==> src/rtl/alu_seq_pkg.sv <==
`default_nettype none
// +----------------------------------------------------------------------------+
// | Module      : alu_seq_pkg                                                  |
// | Description : Shared types and constants for the nibble-serial 16-bit      |
// |               adder/subtractor (alu_seq16) and its 4-bit CLA slice.        |
// |               Provides the state encoding (IDLE/RUN/DONE), the datapath    |
// |               width and the number of nibble passes per operation.         |
// | Revision    : 1.0 - initial release                                        |
// +----------------------------------------------------------------------------+
package alu_seq_pkg;

  localparam int WIDTH   = 16;
  localparam int NIBBLES = 4;
  localparam int CNT_W   = $clog2(NIBBLES);

  typedef enum logic [1:0] {
    IDLE = 2'd0,
    RUN  = 2'd1,
    DONE = 2'd2
  } state_e;

endpackage
`default_nettype wire

==> src/rtl/alu_seq16_cla4_slice.sv <==
`default_nettype none
// +----------------------------------------------------------------------------+
// | Module      : cla4_slice                                                   |
// | Description : Purely combinational 4-bit carry-lookahead adder slice.      |
// |               Ports: a[3:0], b[3:0] addends; ci carry-in;                  |
// |                      s[3:0] sum; co carry-out of bit 3.                    |
// | Revision    : 1.0 - initial release                                        |
// +----------------------------------------------------------------------------+
module cla4_slice (
  input  logic [3:0] a,
  input  logic [3:0] b,
  input  logic       ci,
  output logic [3:0] s,
  output logic       co
);

  logic [3:0] w_g;  // generate
  logic [3:0] w_p;  // propagate
  logic [4:0] w_c;  // carry into each bit, w_c[4] is the slice carry-out

  assign w_g = a & b;
  assign w_p = a ^ b;

  // Every carry is expanded directly from g/p/ci, so no carry ripples
  // through a previous carry term.
  assign w_c[0] = ci;
  assign w_c[1] = w_g[0] | (w_p[0] & ci);
  assign w_c[2] = w_g[1] | (w_p[1] & w_g[0]) | (w_p[1] & w_p[0] & ci);
  assign w_c[3] = w_g[2] | (w_p[2] & w_g[1]) | (w_p[2] & w_p[1] & w_g[0])
                | (w_p[2] & w_p[1] & w_p[0] & ci);
  assign w_c[4] = w_g[3] | (w_p[3] & w_g[2]) | (w_p[3] & w_p[2] & w_g[1])
                | (w_p[3] & w_p[2] & w_p[1] & w_g[0])
                | (w_p[3] & w_p[2] & w_p[1] & w_p[0] & ci);

  assign s  = w_p ^ w_c[3:0];
  assign co = w_c[4];

endmodule
`default_nettype wire

==> src/rtl/alu_seq16.sv <==
`default_nettype none
// +----------------------------------------------------------------------------+
// | Module      : alu_seq16                                                    |
// | Description : 16-bit add/subtract computed one nibble per cycle through a  |
// |               single 4-bit carry-lookahead slice (LSB nibble first).       |
// |               Ports: clk, rst_n (async, active-low); start, a, b, sub, cin |
// |               request inputs; busy, done, r, co (and ovf) outputs.         |
// |               r/co update only when done pulses and hold until the next.   |
// |               Option ALU_SEQ16_OVF_FLAG_EN adds the signed-overflow output |
// |               ovf, registered and held together with r.                    |
// | Revision    : 1.0 - initial release                                        |
// +----------------------------------------------------------------------------+
module alu_seq16
  import alu_seq_pkg::*;
(
  input  logic             clk,
  input  logic             rst_n,
  input  logic             start,
  input  logic [WIDTH-1:0] a,
  input  logic [WIDTH-1:0] b,
  input  logic             sub,
  input  logic             cin,
  output logic             busy,
  output logic             done,
  output logic [WIDTH-1:0] r,
  output logic             co
`ifdef ALU_SEQ16_OVF_FLAG_EN
  ,
  output logic             ovf
`endif
);

  state_e           state_q;
  logic [CNT_W-1:0] cnt_q;
  logic             carry_q;
  logic [WIDTH-1:0] a_q;
  logic [WIDTH-1:0] b_q;
  logic             sub_q;
  logic [11:0]      shadow_q;  // nibbles 0..2; nibble 3 goes straight to r
  logic             busy_q;
  logic             done_q;
  logic [WIDTH-1:0] r_q;
  logic             co_q;
`ifdef ALU_SEQ16_OVF_FLAG_EN
  logic             ovf_q;
  logic             w_c15;
`endif

  logic [3:0] w_a_nib;
  logic [3:0] w_b_nib;
  logic [3:0] w_s;
  logic       w_co;

  // Subtraction is a + ~b + 1: invert B here, the +1 is the initial carry.
  assign w_a_nib = a_q[{cnt_q, 2'b00} +: 4];
  assign w_b_nib = b_q[{cnt_q, 2'b00} +: 4] ^ {4{sub_q}};

  cla4_slice u_slice (
    .a  (w_a_nib),
    .b  (w_b_nib),
    .ci (carry_q),
    .s  (w_s),
    .co (w_co)
  );

`ifdef ALU_SEQ16_OVF_FLAG_EN
  // Carry into bit 15 recovered from the top sum bit: s = a ^ b ^ cin.
  assign w_c15 = w_a_nib[3] ^ w_b_nib[3] ^ w_s[3];
`endif

  always_ff @(posedge clk or negedge rst_n) begin
    if (!rst_n) begin
      state_q  <= IDLE;
      cnt_q    <= '0;
      carry_q  <= 1'b0;
      a_q      <= '0;
      b_q      <= '0;
      sub_q    <= 1'b0;
      shadow_q <= '0;
      busy_q   <= 1'b0;
      done_q   <= 1'b0;
      r_q      <= '0;
      co_q     <= 1'b0;
`ifdef ALU_SEQ16_OVF_FLAG_EN
      ovf_q    <= 1'b0;
`endif
    end else begin
      done_q <= 1'b0;
      case (state_q)
        IDLE: begin
          busy_q <= 1'b0;
          if (start) begin
            state_q <= RUN;
            busy_q  <= 1'b1;
            a_q     <= a;
            b_q     <= b;
            sub_q   <= sub;
            cnt_q   <= '0;
            carry_q <= sub ? 1'b1 : cin;
          end
        end

        RUN: begin
          carry_q <= w_co;
          case (cnt_q)
            2'd0:    shadow_q[3:0]  <= w_s;
            2'd1:    shadow_q[7:4]  <= w_s;
            2'd2:    shadow_q[11:8] <= w_s;
            default: ;
          endcase
          if (cnt_q == CNT_W'(NIBBLES - 1)) begin
            state_q <= DONE;
            done_q  <= 1'b1;
            r_q     <= {w_s, shadow_q};
            co_q    <= w_co;
`ifdef ALU_SEQ16_OVF_FLAG_EN
            ovf_q   <= w_c15 ^ w_co;
`endif
          end else begin
            cnt_q <= cnt_q + 1'b1;
          end
        end

        DONE: begin
          state_q <= IDLE;
          busy_q  <= 1'b0;
          cnt_q   <= '0;
        end

        default: begin
          state_q <= IDLE;
          busy_q  <= 1'b0;
        end
      endcase
    end
  end

  assign busy = busy_q;
  assign done = done_q;
  assign r    = r_q;
  assign co   = co_q;
`ifdef ALU_SEQ16_OVF_FLAG_EN
  assign ovf  = ovf_q;
`endif

endmodule
`default_nettype wire
==> config.mk <==
export PLATFORM = sky130hd
export DESIGN_NAME = alu_seq16
export DESIGN_NICKNAME = d
export VERILOG_FILES = /design/src/rtl/alu_seq_pkg.sv /design/src/rtl/alu_seq16_cla4_slice.sv /design/src/rtl/alu_seq16.sv
export SDC_FILE = /design/constraint.sdc
export NUM_CORES = 1
export LEC_CHECK = 0
export BUFFER_PORTS_ARGS = -buffer_cell sky130_fd_sc_hd__buf_2
export CORE_MARGIN = 2
export CORE_UTILIZATION = 50
export DETAILED_ROUTE_END_ITERATION = 6
export GPL_TIMING_DRIVEN = 1
export PLACE_DENSITY = 0.73
export SLEW_MARGIN = 25
export SYNTH_ARGS = -nofsm -noshare
export SYNTH_HDL_FRONTEND = slang
export SYNTH_SLANG_ARGS = --single-unit
==> constraint.sdc <==
create_clock -name clk -period 2.95 [get_ports clk]
set_input_delay 0.295 -clock clk [delete_from_list [all_inputs] [get_ports clk]]
set_output_delay 0.295 -clock clk [all_outputs]
set_load 0.1 [all_outputs]
==> results.json <==
{
  "critPathSlowestCell": "mux4_2",
  "layout_commonest_cell": "dfrtp_1",
  "rsz0062_at_grt": "false",
  "critPathMaxStageDelay_ns": 0.55,
  "die_w_um": 81.77,
  "critPathLaunchType": "register",
  "grt_pass1_wl_um": 9177,
  "synth_edf_count": 0,
  "first_global_vias": 1955,
  "syn_nets": 286,
  "max_freq_mhz": 375.1,
  "via_count": 1979,
  "die_h_um": 81.77,
  "slew_violations": 0,
  "cp_max_fo": 9,
  "cts_tree": "yes",
  "dieArea_mm2": 0.006686,
  "first_pass_iters": 5,
  "gp_congestion": 0.8570,
  "synth.distinct_cells": 30,
  "ant_nets": 0,
  "postCtsSetupRepairBufs": 0,
  "vias_per_cell": 5.208,
  "num_antenna_cells": 0,
  "floorplan.rows": 28,
  "cp_cell_sequence": "buf_4, mux4_2, ha_1, a211o_1, and3_1, or2_1, o21ai_0",
  "relSlewSlack_pct": 44.42,
  "cts_root_buffer": "clkbuf_8",
  "drt_iter0_drc": 70,
  "maxCapViolCount": 0,
  "ys_async_sr_fraction_pct": 100.0,
  "fin_skew_ns": 0.006489,
  "min_period_over_period_pct": 90.37,
  "cts_htree_levels": 3,
  "clk_latency_ns": 0.34,
  "hold_viol": 0,
  "wl_um": 5508,
  "port_buffers": 55,
  "setup_viol": 0,
  "drc_errors": 0,
  "initial_core_util_pct": 51.38,
  "fin_util_pct": 60.86,
  "worst_setup_path_end_kind": "register",
  "overflow": 0,
  "crit_required_ns": 3.20,
  "ys.flop_type": "dfrtp_1",
  "core-area_mm2": 0.005886,
  "postPlaceCellArea_mm2": 0.003357,
  "syn2layout_area_growth_pct": 18.45,
  "cts_hold_buf": 0,
  "tns_ns": 0,
  "final_area_mm2": 0.003582,
  "wl_per_cell_um": 14.49,
  "status": "completed",
  "cts.clk_slew.worst_paths_ns": 0.07,
  "ys_seq_area_share_pct": 57.10,
  "syn_area_mm2": 0.003024,
  "syn_avg_cell_area_um2": 12.60,
  "tightestPinTransition_ns": 0.8338,
  "crit_type": "reg2reg",
  "synthCells": 240,
  "cts_buffers": 9,
  "antenna_found_initial": 0,
  "ys_ff_latch": 69,
  "nets": 346,
  "hp-class": "in2async",
  "hpwl_um": 3906,
  "grt_usage_pct": 18.61,
  "yosysWarningCount": 0,
  "cts_buffer_depth": 2,
  "drive_above_1_share_pct": 40.00,
  "layout_common_cells": "dfrtp_1, nand2_1, buf_2",
  "post_cts_resized": 0,
  "arrival_ns": 2.91,
  "grt_max_degree": 70,
  "fin_crit_ns": 2.666,
  "cts.sinks": 69,
  "io_pins": 56
}
-- layout make-up --
| class | count | area, µm² |
|---|---|---|
| multi-input combinational | 155 | 1205 |
| tap | 75 | 93.84 |
| sequential | 69 | 1727 |
| timing repair buffer | 60 | 312.8 |
| fill | 505 | 2303 |
| clock buffer | 12 | 155.1 |
| clock inverter | 4 | 70.07 |
| inverter | 5 | 18.77 |
-- worst max-delay path, delay by kind of cell, from the launching register on --
family,cells,cell delay [ns]
buffers and inverters,1,0.24
adders and majority gates,1,0.31
DFF,1,0.49
AOI/OAI and AO/OA,2,0.53
and+or+nand+nor,2,0.46
muxes,1,0.55
-- Yosys cell counts (2+ instances only) --
master | number | area [µm²]
ha_1 | 8 | 100.1
mux2_2 | 36 | 405.4
a21oi_1 | 4 | 20.02
o21ai_0 | 17 | 85.08
buf_6 | 3 | 33.78
dfrtp_1 | 69 | 1727
mux4_2 | 8 | 180.2
xor2_1 | 5 | 43.79
buf_2 | 5 | 25.02
inv_1 | 4 | 15.01
a21o_1 | 2 | 15.01
nor2_1 | 4 | 15.01
nand2_1 | 57 | 214.0
and3_1 | 2 | 12.51
-- metrics by stage --
stage	hold WS, ns	setup WS (ns)	instances
2_1_floorplan	-0.0005911	0.3855	240
3_3_place_gp	0.4492	0.3584	364
3_5_place_dp	0.4530	0.2844	364
4_1_cts	0.1636	0.2696	380
5_1_grt	0.1724	0.08125	380
6_report	0.1314	0.2842	380
-- per-layer routing --
layer	wire, µm	part of all wire [%]	GRT usage (%)	vias up
met2	2660	48	28.29	58
met3	249	4.5	4.286	9
met4	69	1.3	8.833	0
li1	-	-	-	947
met1	2529	46	25.41	965
met5	0	0	0	-
-- worst paths after layout --
check,slack [ns],end,from,cells past startpoint
min in group clk,0.18,b_q[0],b[0],2
setup / recovery,0.28,shadow_q[6],cnt_q[0],7
hold reg to reg,0.46,r[4],shadow_q[4],2
hold / removal,0.13,shadow_q[9],rst_n,2
max in group asynchronous,2.27,b_q[2],rst_n,2
setup reg to reg,0.28,shadow_q[6],cnt_q[0],7
-- cells by family after synthesis --
group	Yosys count	share of synthesized area, %
xor gates and xnor gates	6	1.738
buffers and inverters	16	3.061
DFF	69	57.10
adders and majority gates	9	3.972
and+or+nand+nor	68	9.475
muxes	44	19.36
AOI/OAI and AO/OA	28	5.296
-- flip-flops by register name, summed over array words and instances, names as in the netlist --
name      count
co            1
shadow_q     12
busy          1
r            16
cnt_q         2
sub_q         1
carry_q       1
done          1
b_q          16
state_q       2
a_q          16
Power is not shown: default switching activity piles up to over one toggle a cycle in this logic, so the estimate is an artifact.
